--- src/rtl/shift_pkg.sv ---
// rtl/shift_pkg.sv - shared widths and command field layout for the shift issue stage
package shift_pkg;
    localparam int DATA_W = 32;
    localparam int AMT_W  = 5;
    localparam int CMD_W  = DATA_W + AMT_W + 1;

    // Packed command layout: {rotate, amt, data}
    localparam int DATA_LSB = 0;
    localparam int AMT_LSB  = DATA_W;
    localparam int ROT_BIT  = DATA_W + AMT_W;
endpackage

--- src/rtl/shift_sync_fifo.sv ---
// rtl/shift_sync_fifo.sv - synchronous FIFO with wrap-bit pointers and combinational head
module shift_sync_fifo #(
    parameter int WIDTH = 32,
    parameter int DEPTH = 4
) (
    input  logic             clock,
    input  logic             reset_n,
    input  logic             push,
    input  logic [WIDTH-1:0] push_data,
    input  logic             pop,
    output logic [WIDTH-1:0] head,
    output logic             full,
    output logic             empty
);
    localparam int AW = $clog2(DEPTH);

    logic [AW:0]      wr_ptr_q, rd_ptr_q;
    logic [WIDTH-1:0] mem_q [DEPTH];
    logic             do_push, do_pop;

    assign empty   = (wr_ptr_q == rd_ptr_q);
    assign full    = (wr_ptr_q[AW] != rd_ptr_q[AW]) && (wr_ptr_q[AW-1:0] == rd_ptr_q[AW-1:0]);
    assign do_push = push & ~full;
    assign do_pop  = pop & ~empty;
    assign head    = mem_q[rd_ptr_q[AW-1:0]];

    always_ff @(posedge clock or negedge reset_n) begin
        if (!reset_n) begin
            wr_ptr_q <= '0;
            rd_ptr_q <= '0;
        end else begin
            if (do_push) wr_ptr_q <= wr_ptr_q + (AW+1)'(1);
            if (do_pop)  rd_ptr_q <= rd_ptr_q + (AW+1)'(1);
        end
    end

    // Storage is not reset; the pointers alone define what is valid.
    always_ff @(posedge clock) begin
        if (do_push) mem_q[wr_ptr_q[AW-1:0]] <= push_data;
    end
endmodule

--- src/rtl/shift_issue_ctrl.sv ---
// rtl/shift_issue_ctrl.sv - credit-based issue/return stage around a fixed-latency barrel shifter
module shift_issue_ctrl
    import shift_pkg::*;
#(
    parameter int CMD_DEPTH = 4,
    parameter int RES_DEPTH = 4,
    parameter int SH_LAT    = 1
) (
    input  logic              clock,
    input  logic              reset_n,
    input  logic              in_valid,
    output logic              in_ready,
    input  logic [DATA_W-1:0] in_data,
    input  logic [AMT_W-1:0]  in_amt,
    input  logic              in_rotate,
    output logic [DATA_W-1:0] sh_a,
    output logic [AMT_W-1:0]  sh_sel,
    output logic              sh_rotate,
    input  logic [DATA_W-1:0] sh_b,
    output logic              out_valid,
    input  logic              out_ready,
    output logic [DATA_W-1:0] out_data,
    output logic              busy
);
    localparam int CW = $clog2(RES_DEPTH + 1);

    logic [CMD_W-1:0]  cmd_head;
    logic              cmd_full, cmd_empty;
    logic              res_full, res_empty;
    logic              issue, ret, res_push;

    logic [CW-1:0]     credit_q, credit_d;
    logic [SH_LAT:0]   vpipe_q, vpipe_d;
    logic [DATA_W-1:0] sh_a_q;
    logic [AMT_W-1:0]  sh_sel_q;
    logic              sh_rotate_q;

    shift_sync_fifo #(.WIDTH(CMD_W), .DEPTH(CMD_DEPTH)) u_cmd_fifo (
        .clock     (clock),
        .reset_n   (reset_n),
        .push      (in_valid),
        .push_data ({in_rotate, in_amt, in_data}),
        .pop       (issue),
        .head      (cmd_head),
        .full      (cmd_full),
        .empty     (cmd_empty)
    );

    shift_sync_fifo #(.WIDTH(DATA_W), .DEPTH(RES_DEPTH)) u_res_fifo (
        .clock     (clock),
        .reset_n   (reset_n),
        .push      (res_push),
        .push_data (sh_b),
        .pop       (ret),
        .head      (out_data),
        .full      (res_full),
        .empty     (res_empty)
    );

    // A command only leaves the queue once a result slot is reserved for it.
    assign issue     = ~cmd_empty & (credit_q != '0);
    assign ret       = ~res_empty & out_ready;
    assign res_push  = vpipe_q[SH_LAT];
    assign in_ready  = ~cmd_full;
    assign out_valid = ~res_empty;
    assign busy      = ~cmd_empty | (|vpipe_q) | ~res_empty;
    assign sh_a      = sh_a_q;
    assign sh_sel    = sh_sel_q;
    assign sh_rotate = sh_rotate_q;

    always_comb begin
        credit_d = credit_q;
        case ({issue, ret})
            2'b10:   credit_d = credit_q - CW'(1);
            2'b01:   credit_d = credit_q + CW'(1);
            default: credit_d = credit_q;
        endcase
    end

    always_comb begin
        vpipe_d    = '0;
        vpipe_d[0] = issue;
        for (int i = 1; i <= SH_LAT; i++) vpipe_d[i] = vpipe_q[i-1];
    end

    always_ff @(posedge clock or negedge reset_n) begin
        if (!reset_n) begin
            credit_q    <= CW'(RES_DEPTH);
            vpipe_q     <= '0;
            sh_a_q      <= '0;
            sh_sel_q    <= '0;
            sh_rotate_q <= 1'b0;
        end else begin
            credit_q <= credit_d;
            vpipe_q  <= vpipe_d;
            if (issue) begin
                sh_a_q      <= cmd_head[DATA_LSB +: DATA_W];
                sh_sel_q    <= cmd_head[AMT_LSB +: AMT_W];
                sh_rotate_q <= cmd_head[ROT_BIT];
            end
        end
    end

    // The credit pool sizes the result FIFO, so a returning result always fits.
    assert property (@(posedge clock) disable iff (!reset_n) !(res_push && res_full));
endmodule

--- config.mk ---
export PLATFORM = sky130hd
export DESIGN_NAME = shift_issue_ctrl
export DESIGN_NICKNAME = d
export VERILOG_FILES = /design/src/rtl/shift_pkg.sv /design/src/rtl/shift_sync_fifo.sv /design/src/rtl/shift_issue_ctrl.sv
export SDC_FILE = /design/constraint.sdc
export NUM_CORES = 1
export LEC_CHECK = 0
export ABC_AREA = 1
export CAP_MARGIN = 10
export CORE_UTILIZATION = 45
export DETAILED_ROUTE_END_ITERATION = 8
export PLACE_DENSITY = 0.71
export SYNTH_ARGS = -nofsm -noshare
export SYNTH_HDL_FRONTEND = slang
export SYNTH_HIERARCHICAL = 1
export SYNTH_SLANG_ARGS = --single-unit
--- constraint.sdc ---
create_clock -name clock -period 5.24 [get_ports clock]
set_input_delay 1.572 -clock clock [delete_from_list [all_inputs] [get_ports clock]]
set_output_delay 1.572 -clock clock [all_outputs]
set_load 0.01 [all_outputs]
## Word level (Yosys, flattened, before mapping)

Memories as Yosys holds them, arrays and structs flattened. A register that Yosys moved wholly into a read port is not among the register bits.
Cells that the tools add are included.

- Add/subtract/negate cells: 6
- Equality and inequality tests: 8
- Muxes and demuxes: 5
- Bitwise logic cells: 12
- Reduce and logical (&&, ||, !) cells: 6

Operators with widths:

| kind | number |
|---|---|
| 3-bit by 1-bit adder with 3-bit output, second input constant | 5 |
| 1-bit AND | 6 |
| 3-bit == test | 2 |
| 3-bit case mux with 2 select lines | 1 |
| 2-bit == test | 2 |
| 1-bit two-way mux | 4 |
| 1-bit inverter | 4 |
| 3-bit nonzero test | 1 |
| 3-bit by 1-bit subtractor with 3-bit output, second input constant | 1 |
| 2-bit by 1-bit == test with 1-bit output, second input constant | 1 |
| 2-bit == test, second input constant | 1 |
| 1-bit logical AND | 2 |
| 1-bit != test | 2 |
| 1-bit OR | 2 |
| 2-bit nonzero test | 1 |
| 2-bit OR reduction | 1 |
| 1-bit logical NOT | 1 |

- Register bits after elaboration: 17
- Memory bits (writable): 280
- Input port bits: 74
- Memories kept: 2

Memories:

| memory | depth | bits a word | read ports | clocked after Yosys merged registers in | write ports | line | RTL |
|---|---|---|---|---|---|---|---|
| u_cmd_fifo.mem_q | 4 | 38 | 1 | 1 | 1 | shift_sync_fifo.sv:18 | `logic [WIDTH-1:0] mem_q [DEPTH];` |
| u_res_fifo.mem_q | 4 | 32 | 1 | 0 | 1 | shift_sync_fifo.sv:18 |  |

## Depth between registers and ports, before layout

Gate-level depths: netlist of the first run.

- Depth after elaboration: 6
- Mapped depth: 17

## By module

The synthesis of the first run kept the hierarchy.

Modules (own cells, without submodules):

| module | instances | cells each | area an instance (um^2) |
|---|---|---|---|
| shift_sync_fifo (u_cmd_fifo) | 1 | 429 | 6,038.3 |
| shift_sync_fifo (u_res_fifo) | 1 | 371 | 5,175.0 |
| shift_issue_ctrl | 1 | 196 | 1,793.0 |

## Worst setup path after synthesis of the first run

Ideal clock, no wire load.

- Path kind: input to register
- Start point: input in_valid
- End point: memory u_cmd_fifo/mem_q[0][0] (netlist name) (enable)
- Setup time: 0.433 ns
- Arrival time: 3.251 ns
- Data required time: 4.807 ns
- Path slack: 1.555 ns
- Stages: 2
- Buffers on the path: 0
- Cell sequence: nand2_2 -> nor2_1

- Longest elaborated chain between the ends: 3

Ends and longest elaborated chain:

| item | line | RTL |
|---|---|---|
| from (decl) | shift_issue_ctrl.sv:11 | `input logic in_valid,` |
| 1-bit AND | shift_sync_fifo.sv:23 | `assign do_push = push & ~full;` |
| 1-bit two-way mux | shift_sync_fifo.sv:39 | `if (do_push) mem_q[wr_ptr_q[AW-1:0]] <= push_data;` |
| 1-bit two-way mux (not written as such) | shift_sync_fifo.sv:39 |  |
| to (decl) | shift_sync_fifo.sv:18 |  |

No other way between the ends.

## Final worst setup path of the first run

- Start point: register u_res_fifo.rd_ptr_q[0]
- End point: output out_data[11]

- Longest elaborated chain between the ends: 1

Ends and longest elaborated chain:

| item | line | RTL |
|---|---|---|
| from (decl) | shift_sync_fifo.sv:17 | `logic [AW:0] wr_ptr_q, rd_ptr_q;` |
| from (signal assigned) | shift_sync_fifo.sv:33 | `if (do_pop) rd_ptr_q <= rd_ptr_q + (AW+1)'(1);` |
| memory read 4 x 32 bit | - |  |
| to (decl) | shift_issue_ctrl.sv:22 | `output logic [DATA_W-1:0] out_data,` |

No other way between the ends.

==> results of run 1 <==
-- flip-flops by register name, indices dropped and copies added (netlist names), 3 cells and up --
signal               count
u_res_fifo/mem_q       128
sh_a                    32
u_res_fifo/wr_ptr_q      3
u_cmd_fifo/mem_q       152
credit_q                 3
u_cmd_fifo/wr_ptr_q      3
sh_sel                   5
u_res_fifo/rd_ptr_q      3
u_cmd_fifo/rd_ptr_q      3
-- path summary, 6_finish.rpt --
kind | slack (ns) | endpoint | startpoint | cells after the start
setup / recovery | 0.95 | out_data[11] | u_res_fifo/rd_ptr_q[0] | 5
hold / removal | 0.38 | vpipe_q[1] | vpipe_q[0] | 0
setup reg to reg | 1.99 | credit_q[2] | u_cmd_fifo/rd_ptr_q[1] | 16
hold reg to reg | 0.38 | vpipe_q[1] | vpipe_q[0] | 0
max in group asynchronous | 3.38 | u_cmd_fifo/rd_ptr_q[0] | reset_n | 2
min in group asynchronous | 0.97 | sh_a[7] | reset_n | 1
-- metrics by stage --
| stage | std cells | util | area (µm²) | hold slack (ns) | setup WS (ns) |
|---|---|---|---|---|---|
| after detailed placement | 1471 | 0.524 | 14700 | 0.373 | 1.51 |
| after global placement | 1471 | 0.524 | 14700 | 0.368 | 1.56 |
| after CTS | 1537 | 0.567 | 15900 | 0.387 | 0.942 |
| after global routing | 1540 | 0.570 | 16000 | 0.392 | 0.790 |
| final | 1540 | 0.570 | 16000 | 0.380 | 0.950 |
| after floorplan | 995 | - | 13000 | 0.355 | 1.56 |
-- layout make-up --
cell class	count	area, µm²
fill	2229	12100
clock inverter	22	244
multi-input combinational	566	2790
sequential	335	9790
timing repair buffer	159	1610
inverter	36	138
tap	378	473
clock buffer	44	962
-- power by group through the flow --
stage | combinational, mW | sequential, mW | clock, mW
detailed placement | 3.88 | 4.13 | 0
finish | 3.93 | 4.08 | 2.53
CTS | 3.91 | 4.09 | 2.57
floorplan | 2.35 | 4.17 | 0
global route | 4.32 | 4.15 | 2.67
global placement | 3.81 | 4.12 | 0
-- critical path: stages, from the launching register on --
cell	delay (ns)
dfrtp_2	0.40
inv_2	0.58
buf_4	0.38
nor2_1	0.07
o22ai_1	0.18
clkdlybuf4s50_1	0.57
-- layer usage --
metal  vias up  global-route usage  wire (µm)
met5         -                   0         58
met4         8              0.0581        527
met3        44              0.0455       2060
met2       277               0.307      13400
met1      4024               0.237      11500
li1       3850                   -          -
==> run summary, run 1 <==
Chip Width -> 172 µm
CP startpoint kind -> flip-flop
Final Wtd Congestion -> 0.766
H-tree level count -> 2
synthesized area -> 0.0130 mm²
routed wire length -> 27500 µm
CP endpoint kind -> output port
share of power burned in registers -> 0.387
Layout Skew -> 0.0275 ns
# diodes -> 0
ANT nets after route -> 0
RSZ-0062 raised after global routing -> no
number of global-route vias before repair -> 8013
CTS Root Cell -> clkbuf_16
Leak -> 5.81 nW
Rows -> 61
crit path DAT -> 2.72 ns
CTS buffer count -> 36
Slew @ Worst Pin -> 1.08 ns
Post-CTS Hold Buffers -> 0
most frequent cells in the layout -> edfxtp_1, clkdlybuf4s50_1, nor2_1, nand2_1, o21ai_0
Residual DRC -> 0
clock sinks -> 335
Int Pwr -> 6.81 mW
later-pin clock latency in the skew report -> 0.52 ns
synthesized instance count -> 995
CP required -> 3.67 ns
critical path peak fanout -> 45
kind of critical path -> reg2out
share of cells above drive strength 1 -> 0.0792
Clock power frac -> 0.240
Synth Warn # -> 6
Max Fclk -> 0.233 GHz
Tot Pwr -> 10.5 mW
Ports -> 147
Vias/cell -> 5.33
Fin Setup TNS -> 0 ns
postcts setup bufs -> 0
final hold vios -> 0
gr ovfl total -> 0
Tmin final -> 4.29 ns
commonest non-fill, non-tap cell in the layout -> edfxtp_1
logic gate share of total power -> 0.373
Total Nets Final -> 1220
WL per Instance -> 17.9 µm
Switching Fraction -> 0.354
Period Utilization, post-route -> 0.819
max cap viols -> 0
first-pass GRT wire length -> 42100 µm
TritonCTS clock tree -> done
drt initial violations -> 699
hpwl dp -> 15300 µm
Pwr Density -> 659 mW/mm²
cts repair resizes -> 0
Peak supply drop -> 0.000361 V
gr usage total -> 0.184
status -> complete, no violations
initial core utilization -> 0.463
final number of setup-violating endpoints -> 0
Slew Limit Fails -> 0
Worst Hold Class -> reg2reg
Syn Area/Cell -> 13.1 µm²
largest net degree at the start of global routing -> 79
area growth from synthesis to layout -> 23.0%
DR vias -> 8203
chip height -> 172 µm
CTS clk-pin slew, worst paths -> 0.06 ns
Sw Pwr -> 3.73 mW
syn_nets -> 1081
die area -> 0.0296 mm²
worst-case clock buffer depth -> 3
PortBufs -> 146
Core ar. -> 0.0281 mm²
Slew headroom -> 0.277
DRT Pass-1 Iters -> 5
antenna violations before repair -> 4
Note: power is estimated with default switching activity, not from simulation.
==> run 2, diff against run 1 <==
--- a/config.mk
+++ b/config.mk
@@ -9,7 +9,7 @@
 export CAP_MARGIN = 10
 export CORE_UTILIZATION = 45
 export DETAILED_ROUTE_END_ITERATION = 8
-export PLACE_DENSITY = 0.71
+export PLACE_DENSITY = 0.74
 export SYNTH_ARGS = -nofsm -noshare
 export SYNTH_HDL_FRONTEND = slang
 export SYNTH_HIERARCHICAL = 1
==> constraint.sdc (replaced) <==
create_clock -name clock -period 3.5 [get_ports clock]
set_input_delay 1.05 -clock clock [delete_from_list [all_inputs] [get_ports clock]]
set_output_delay 1.05 -clock clock [all_outputs]
set_load 0.01 [all_outputs]
==> run 2 against run 1 <==
  * Power up 49%
  * Clock power up 43%
  * Die area unchanged
  * Wire length up 0.48%
  * Critical path depth unchanged
  * First-iteration DRC count down 11%
  * Sequential share of layout area down 0.14 points
  * Core utilization up 0.13 points
==> run summary, run 2 (synthesis results as in run 1) <==
first-pass GRT wire length -> 42700 µm (was 42100 µm)
commonest non-fill, non-tap cell in the layout -> edfxtp_1 (unchanged)
final critical-path setup slack -> 0.116 ns (was 0.950 ns)
clock sinks -> 335 (unchanged)
Slew Limit Fails -> 0 (unchanged)
placed cell area -> 0.0149 mm² (was 0.0147 mm²)
Final Wtd Congestion -> 0.748 (was 0.766)
Switching Fraction -> 0.352 (was 0.354)
Pwr Density -> 978 mW/mm² (was 659 mW/mm²)
critical path peak fanout -> 48 (was 45)
DR vias -> 8198 (was 8203)
share of power burned in registers -> 0.392 (was 0.387)
gr usage total -> 0.189 (was 0.184)
status -> complete, no violations (unchanged)
Worst Hold Class -> reg2reg (unchanged)
CP required -> 2.45 ns (was 3.67 ns)
Clock power frac -> 0.230 (was 0.240)
Place WS -> 0.446 ns (was 1.51 ns)
final core occ -> 0.571 (was 0.570)
cell area after layout -> 0.0160 mm² (about the same)
postcts setup bufs -> 0 (unchanged)
Core ar. -> 0.0281 mm² (unchanged)
Leak -> 5.84 nW (was 5.81 nW)
Int Pwr -> 10.2 mW (was 6.81 mW)
hpwl dp -> 15800 µm (was 15300 µm)
drt initial violations -> 622 (was 699)
gr ovfl total -> 0 (unchanged)
Tot Pwr -> 15.7 mW (was 10.5 mW)
Slew @ Worst Pin -> 0.767 ns (was 1.08 ns)
Critical R2R Capture -> credit_q[2] (unchanged)
Peak supply drop -> 0.000522 V (was 0.000361 V)
CTS clk-pin slew, worst paths -> 0.06 ns (about the same)
Tmin final -> 3.38 ns
kind of critical path -> reg2out (unchanged)
CTS buffer count -> 35 (was 36)
fin cells -> 1545 (was 1540)
Period Utilization, post-route -> 0.967
R2R Setup Slk -> 0.99 ns (was 1.99 ns)
chip height -> 172 µm (unchanged)
Fin Setup TNS -> 0 ns (unchanged)
Fillers -> 2259 (was 2229)
Vias/cell -> 5.31 (was 5.33)
RSZ-0062 raised after global routing -> no (unchanged)
most frequent cells in the layout -> edfxtp_1, clkdlybuf4s50_1, nor2_1, nand2_1, o21ai_0 (unchanged)
final hold vios -> 0 (unchanged)
final number of setup-violating endpoints -> 0 (unchanged)
CP startpoint kind -> flip-flop (unchanged)
CP endpoint kind -> output port (unchanged)
DRT Pass-1 Iters -> 5 (unchanged)
ANT nets after route -> 0 (unchanged)
Layout Skew -> 0.0233 ns (was 0.0275 ns)
FF-to-FF path depth -> 13 (was 16)
Sw Pwr -> 5.52 mW (was 3.73 mW)
number of global-route vias before repair -> 8129 (was 8013)
die area -> 0.0296 mm² (unchanged)
worst-case clock buffer depth -> 3 (unchanged)
Total Nets Final -> 1227 (was 1220)
hold path start -> vpipe_q[0] (unchanged)
Residual DRC -> 0 (unchanged)
H-tree level count -> 2 (unchanged)
antenna violations before repair -> 1 (was 4)
Chip Width -> 172 µm (unchanged)
hold depth -> 0 (unchanged)
PortBufs -> 146 (unchanged)
share of cells above drive strength 1 -> 0.0865 (was 0.0792)
TritonCTS clock tree -> done (unchanged)
area growth from synthesis to layout -> 23.3% (was 23.0%)
Hold WS -> 0.389 ns (was 0.380 ns)
WHS Endpoint -> vpipe_q[1] (unchanged)
# diodes -> 0 (unchanged)
largest net degree at the start of global routing -> 78 (was 79)
max cap viols -> 0 (unchanged)
CTS Root Cell -> clkbuf_16 (unchanged)
routed wire length -> 27600 µm (was 27500 µm)
logic gate share of total power -> 0.378 (was 0.373)
WL per Instance -> 17.9 µm (about the same)
Ports -> 147 (unchanged)
Max Fclk -> 0.295 GHz
Reg-to-Reg Start -> u_res_fifo/rd_ptr_q[0] (was u_cmd_fifo/rd_ptr_q[1])
initial core utilization -> 0.463 (unchanged)
crit path DAT -> 2.33 ns (was 2.72 ns)
later-pin clock latency in the skew report -> 0.52 ns (about the same)
Slew headroom -> 0.489 (was 0.277)
max FFs per register -> 152 (unchanged)
Rows -> 61 (unchanged)
Post-Place Cells -> 1482 (was 1471)
[run 2: cell count changes in the layout (fill, tap and decap cells not counted), sizes merged]
cell      previous run  this run
buf                 14        22
clkbuf              44        48
bufinv               4         2
clkinv              15        13
inv                 37        35
clkinvlp             2         1
[run 2: power by group through the flow]
stage	combinational (mW)	clock (mW)	sequential, mW
6_report	5.92	3.61	6.15
2_1_floorplan	3.51	0	6.24
4_1_cts	5.99	3.68	6.16
3_5_place_dp	5.96	0	6.22
5_1_grt	6.58	3.83	6.27
3_3_place_gp	5.80	0	6.18
[run 2: area by class of cell]
cell class | instances | area (µm²) | area share
multi-input cells | 566 | 2790 | 0.174
flip-flops and latches | 335 | 9790 | 0.610
repair buffers | 167 | 1700 | 0.106
well taps | 378 | 473 | 0.0295
clock buffers | 48 | 1010 | 0.0627
inverters | 36 | 140 | 0.00874
clock inverters | 15 | 140 | 0.00874
[run 2: worst max path at each step]
stage                                 from                     end
floorplan                         in_valid  u_cmd_fifo/mem_q[0][0]
global placement    u_res_fifo/rd_ptr_q[0]                    busy
detailed placement  u_res_fifo/rd_ptr_q[0]                    busy
CTS                 u_res_fifo/rd_ptr_q[0]                    busy
global route        u_res_fifo/rd_ptr_q[0]             out_data[0]
finish              u_res_fifo/rd_ptr_q[0]             out_data[0]
[run 2: critical path, cell delays in order (launching register included)]
cell,delay [ns]
dfrtp_2,0.43
clkinv_2,0.22
buf_12,0.28
o21ai_0,0.11
o22ai_1,0.21
clkdlybuf4s50_1,0.58
[run 2: repair_timing]
action,CTS,global route
hold buffers,0,0
setup endpoints to repair,7,4
gates resized for setup,1,5
[run 2: per-layer routing]
metal,global-route usage,part of all wire,vias to the layer above
li1,-,-,3853
met4,0.0562,0.022,2
met1,0.230,0.41,4036
met5,0,0.00054,-
met3,0.0533,0.082,47
met2,0.325,0.49,260
==> run 3, diff against run 2 <==
--- a/config.mk
+++ b/config.mk
@@ -8,8 +8,9 @@
 export ABC_AREA = 1
 export CAP_MARGIN = 10
 export CORE_UTILIZATION = 45
+export CTS_CLUSTER_DIAMETER = 80
 export DETAILED_ROUTE_END_ITERATION = 8
-export PLACE_DENSITY = 0.74
+export PLACE_DENSITY = 0.71
 export SYNTH_ARGS = -nofsm -noshare
 export SYNTH_HDL_FRONTEND = slang
 export SYNTH_HIERARCHICAL = 1
==> constraint.sdc (replaced) <==
create_clock -name clock -period 4.4 [get_ports clock]
set_input_delay 1.32 -clock clock [delete_from_list [all_inputs] [get_ports clock]]
set_output_delay 1.32 -clock clock [all_outputs]
set_load 0.01 [all_outputs]
==> run 3 against run 2 <==
  * Clock power shrank 17%
  * Non-clock buffer count shrank 5
  * Die area is the same
  * Largest power group unchanged
  * Highest routed layer is now met4
==> run summary, run 3 (synthesis results as in run 1) <==
gr ovfl total -> 0 (unchanged)
number of global-route vias before repair -> 8158 (was 8129)
RSZ-0062 raised after global routing -> no (unchanged)
Crit path max-delay family -> buffers and inverters (unchanged)
critical path peak fanout -> 35 (was 48)
postcts setup bufs -> 0 (unchanged)
Vias/cell -> 5.31 (about the same)
Fin Setup TNS -> 0 ns (unchanged)
Residual DRC -> 0 (unchanged)
Worst Hold Class -> reg2reg (unchanged)
Hold WS -> 0.382 ns (was 0.389 ns)
antenna violations before repair -> 1 (unchanged)
chip height -> 172 µm (unchanged)
worst-case clock buffer depth -> 3 (unchanged)
Period Utilization, post-route -> 0.877
Rows -> 61 (unchanged)
CP startpoint kind -> flip-flop (unchanged)
Reg-to-Reg Start -> u_cmd_fifo/wr_ptr_q[0] (was u_res_fifo/rd_ptr_q[0])
Total Nets Final -> 1223 (was 1227)
Chip Width -> 172 µm (unchanged)
CP required -> 3.08 ns (was 2.45 ns)
drt initial violations -> 626 (was 622)
clock sinks -> 335 (unchanged)
CTS buffer count -> 36 (was 35)
CP endpoint kind -> output port (unchanged)
Tot Pwr -> 12.5 mW (was 15.7 mW)
TritonCTS clock tree -> done (unchanged)
kind of critical path -> reg2out (unchanged)
WL per Instance -> 17.7 µm (was 17.9 µm)
Ports -> 147 (unchanged)
final critical-path setup slack -> 0.539 ns (was 0.116 ns)
Pwr Density -> 781 mW/mm² (was 978 mW/mm²)
later-pin clock latency in the skew report -> 0.52 ns (about the same)
Final Wtd Congestion -> 0.757 (was 0.748)
H-tree level count -> 2 (unchanged)
DRT Pass-1 Iters -> 4 (was 5)
hpwl dp -> 15100 µm (was 15800 µm)
final hold vios -> 0 (unchanged)
cts repair resizes -> 0 (was 1)
CTS Root Cell -> clkbuf_16 (unchanged)
CTS clk-pin slew, worst paths -> 0.06 ns (about the same)
commonest non-fill, non-tap cell in the layout -> edfxtp_1 (unchanged)
Post-CTS Hold Buffers -> 0 (unchanged)
area growth from synthesis to layout -> 22.9% (was 23.3%)
gr usage total -> 0.190 (was 0.189)
Place WS -> 1.08 ns (was 0.446 ns)
Critical Path, Cell by Cell -> inv_2 -> buf_12 -> nor2_1 -> o22ai_1 -> clkdlybuf4s50_1 (was clkinv_2 -> buf_12 -> o21ai_0 -> o22ai_1 -> clkdlybuf4s50_1)
Core ar. -> 0.0281 mm² (unchanged)
ANT nets after route -> 0 (unchanged)
most frequent cells in the layout -> edfxtp_1, clkdlybuf4s50_1, nor2_1, nand2_1, o21ai_0 (unchanged)
first-pass GRT wire length -> 43100 µm (was 42700 µm)
Slew headroom -> 0.269 (was 0.489)
Slew Limit Fails -> 0 (unchanged)
final number of setup-violating endpoints -> 0 (unchanged)
buffer and inverter count on the worst path -> 3 (unchanged)
Slew @ Worst Pin -> 1.09 ns (was 0.767 ns)
hold path start -> vpipe_q[0] (unchanged)
Tmin final -> 3.86 ns
PortBufs -> 146 (unchanged)
Max Fclk -> 0.259 GHz
crit path DAT -> 2.54 ns (was 2.33 ns)
status -> complete, no violations (unchanged)
initial core utilization -> 0.463 (unchanged)
die area -> 0.0296 mm² (unchanged)
slowest stage cell, crit path -> clkdlybuf4s50_1 (unchanged)
max cap viols -> 0 (unchanged)
max FFs per register -> 152 (unchanged)
Leak -> 5.83 nW (was 5.84 nW)
Peak supply drop -> 0.000385 V (was 0.000522 V)
DR vias -> 8204 (was 8198)
share of cells above drive strength 1 -> 0.0867 (was 0.0865)
routed wire length -> 27400 µm (was 27600 µm)
largest net degree at the start of global routing -> 79 (was 78)
Layout Skew -> 0.0121 ns (was 0.0233 ns)
Worst Setup SP -> u_res_fifo/rd_ptr_q[0] (unchanged)
CP peak stage delay -> 0.58 ns (about the same)
## run 3: routing by layer
metal  vias to the layer above  track usage  wire length [µm]
li1                       3859            -                 -
met2                       260        0.317             13100
met4                         0       0.0669               659
met1                      4042        0.242             11600
met5                         -            0                 0
met3                        43       0.0449              2030
## run 3: path summary, 6_finish.rpt
kind | endpoint | slack [ns] | cells past startpoint
max | out_data[31] | 0.54 | 5
min | vpipe_q[1] | 0.38 | 0
max in group asynchronous | credit_q[2] | 2.63 | 2
min in group asynchronous | sh_a[7] | 0.85 | 1
max reg2reg | credit_q[2] | 1.82 | 15
min reg2reg | vpipe_q[1] | 0.38 | 0
## run 3: layout make-up
cell class                 count  area [µm²]
fill                        2265       12100
sequential                   335        9790
multi-input combinational    566        2790
timing repair buffer         162        1590
clock buffer                  47         992
tap                          378         473
clock inverter                19         204
inverter                      36         138
antenna                        1        2.50
## run 3: power by group
part           total (mW)  leakage (nW)  internal (mW)  switching [mW]
logic                4.62          2.00           1.75            2.88
clock network        2.98         0.595           1.79            1.19
registers            4.87          3.23           4.55           0.324
total                12.5          5.83           8.08            4.39
## run 3: through the flow
stage	std cells	instance area, µm²	util
after floorplan	995	13000	-
after global routing	1543	16000	0.569
after global placement	1477	14800	0.526
after CTS	1543	16000	0.569
after detailed placement	1477	14800	0.526
final	1544	16000	0.569
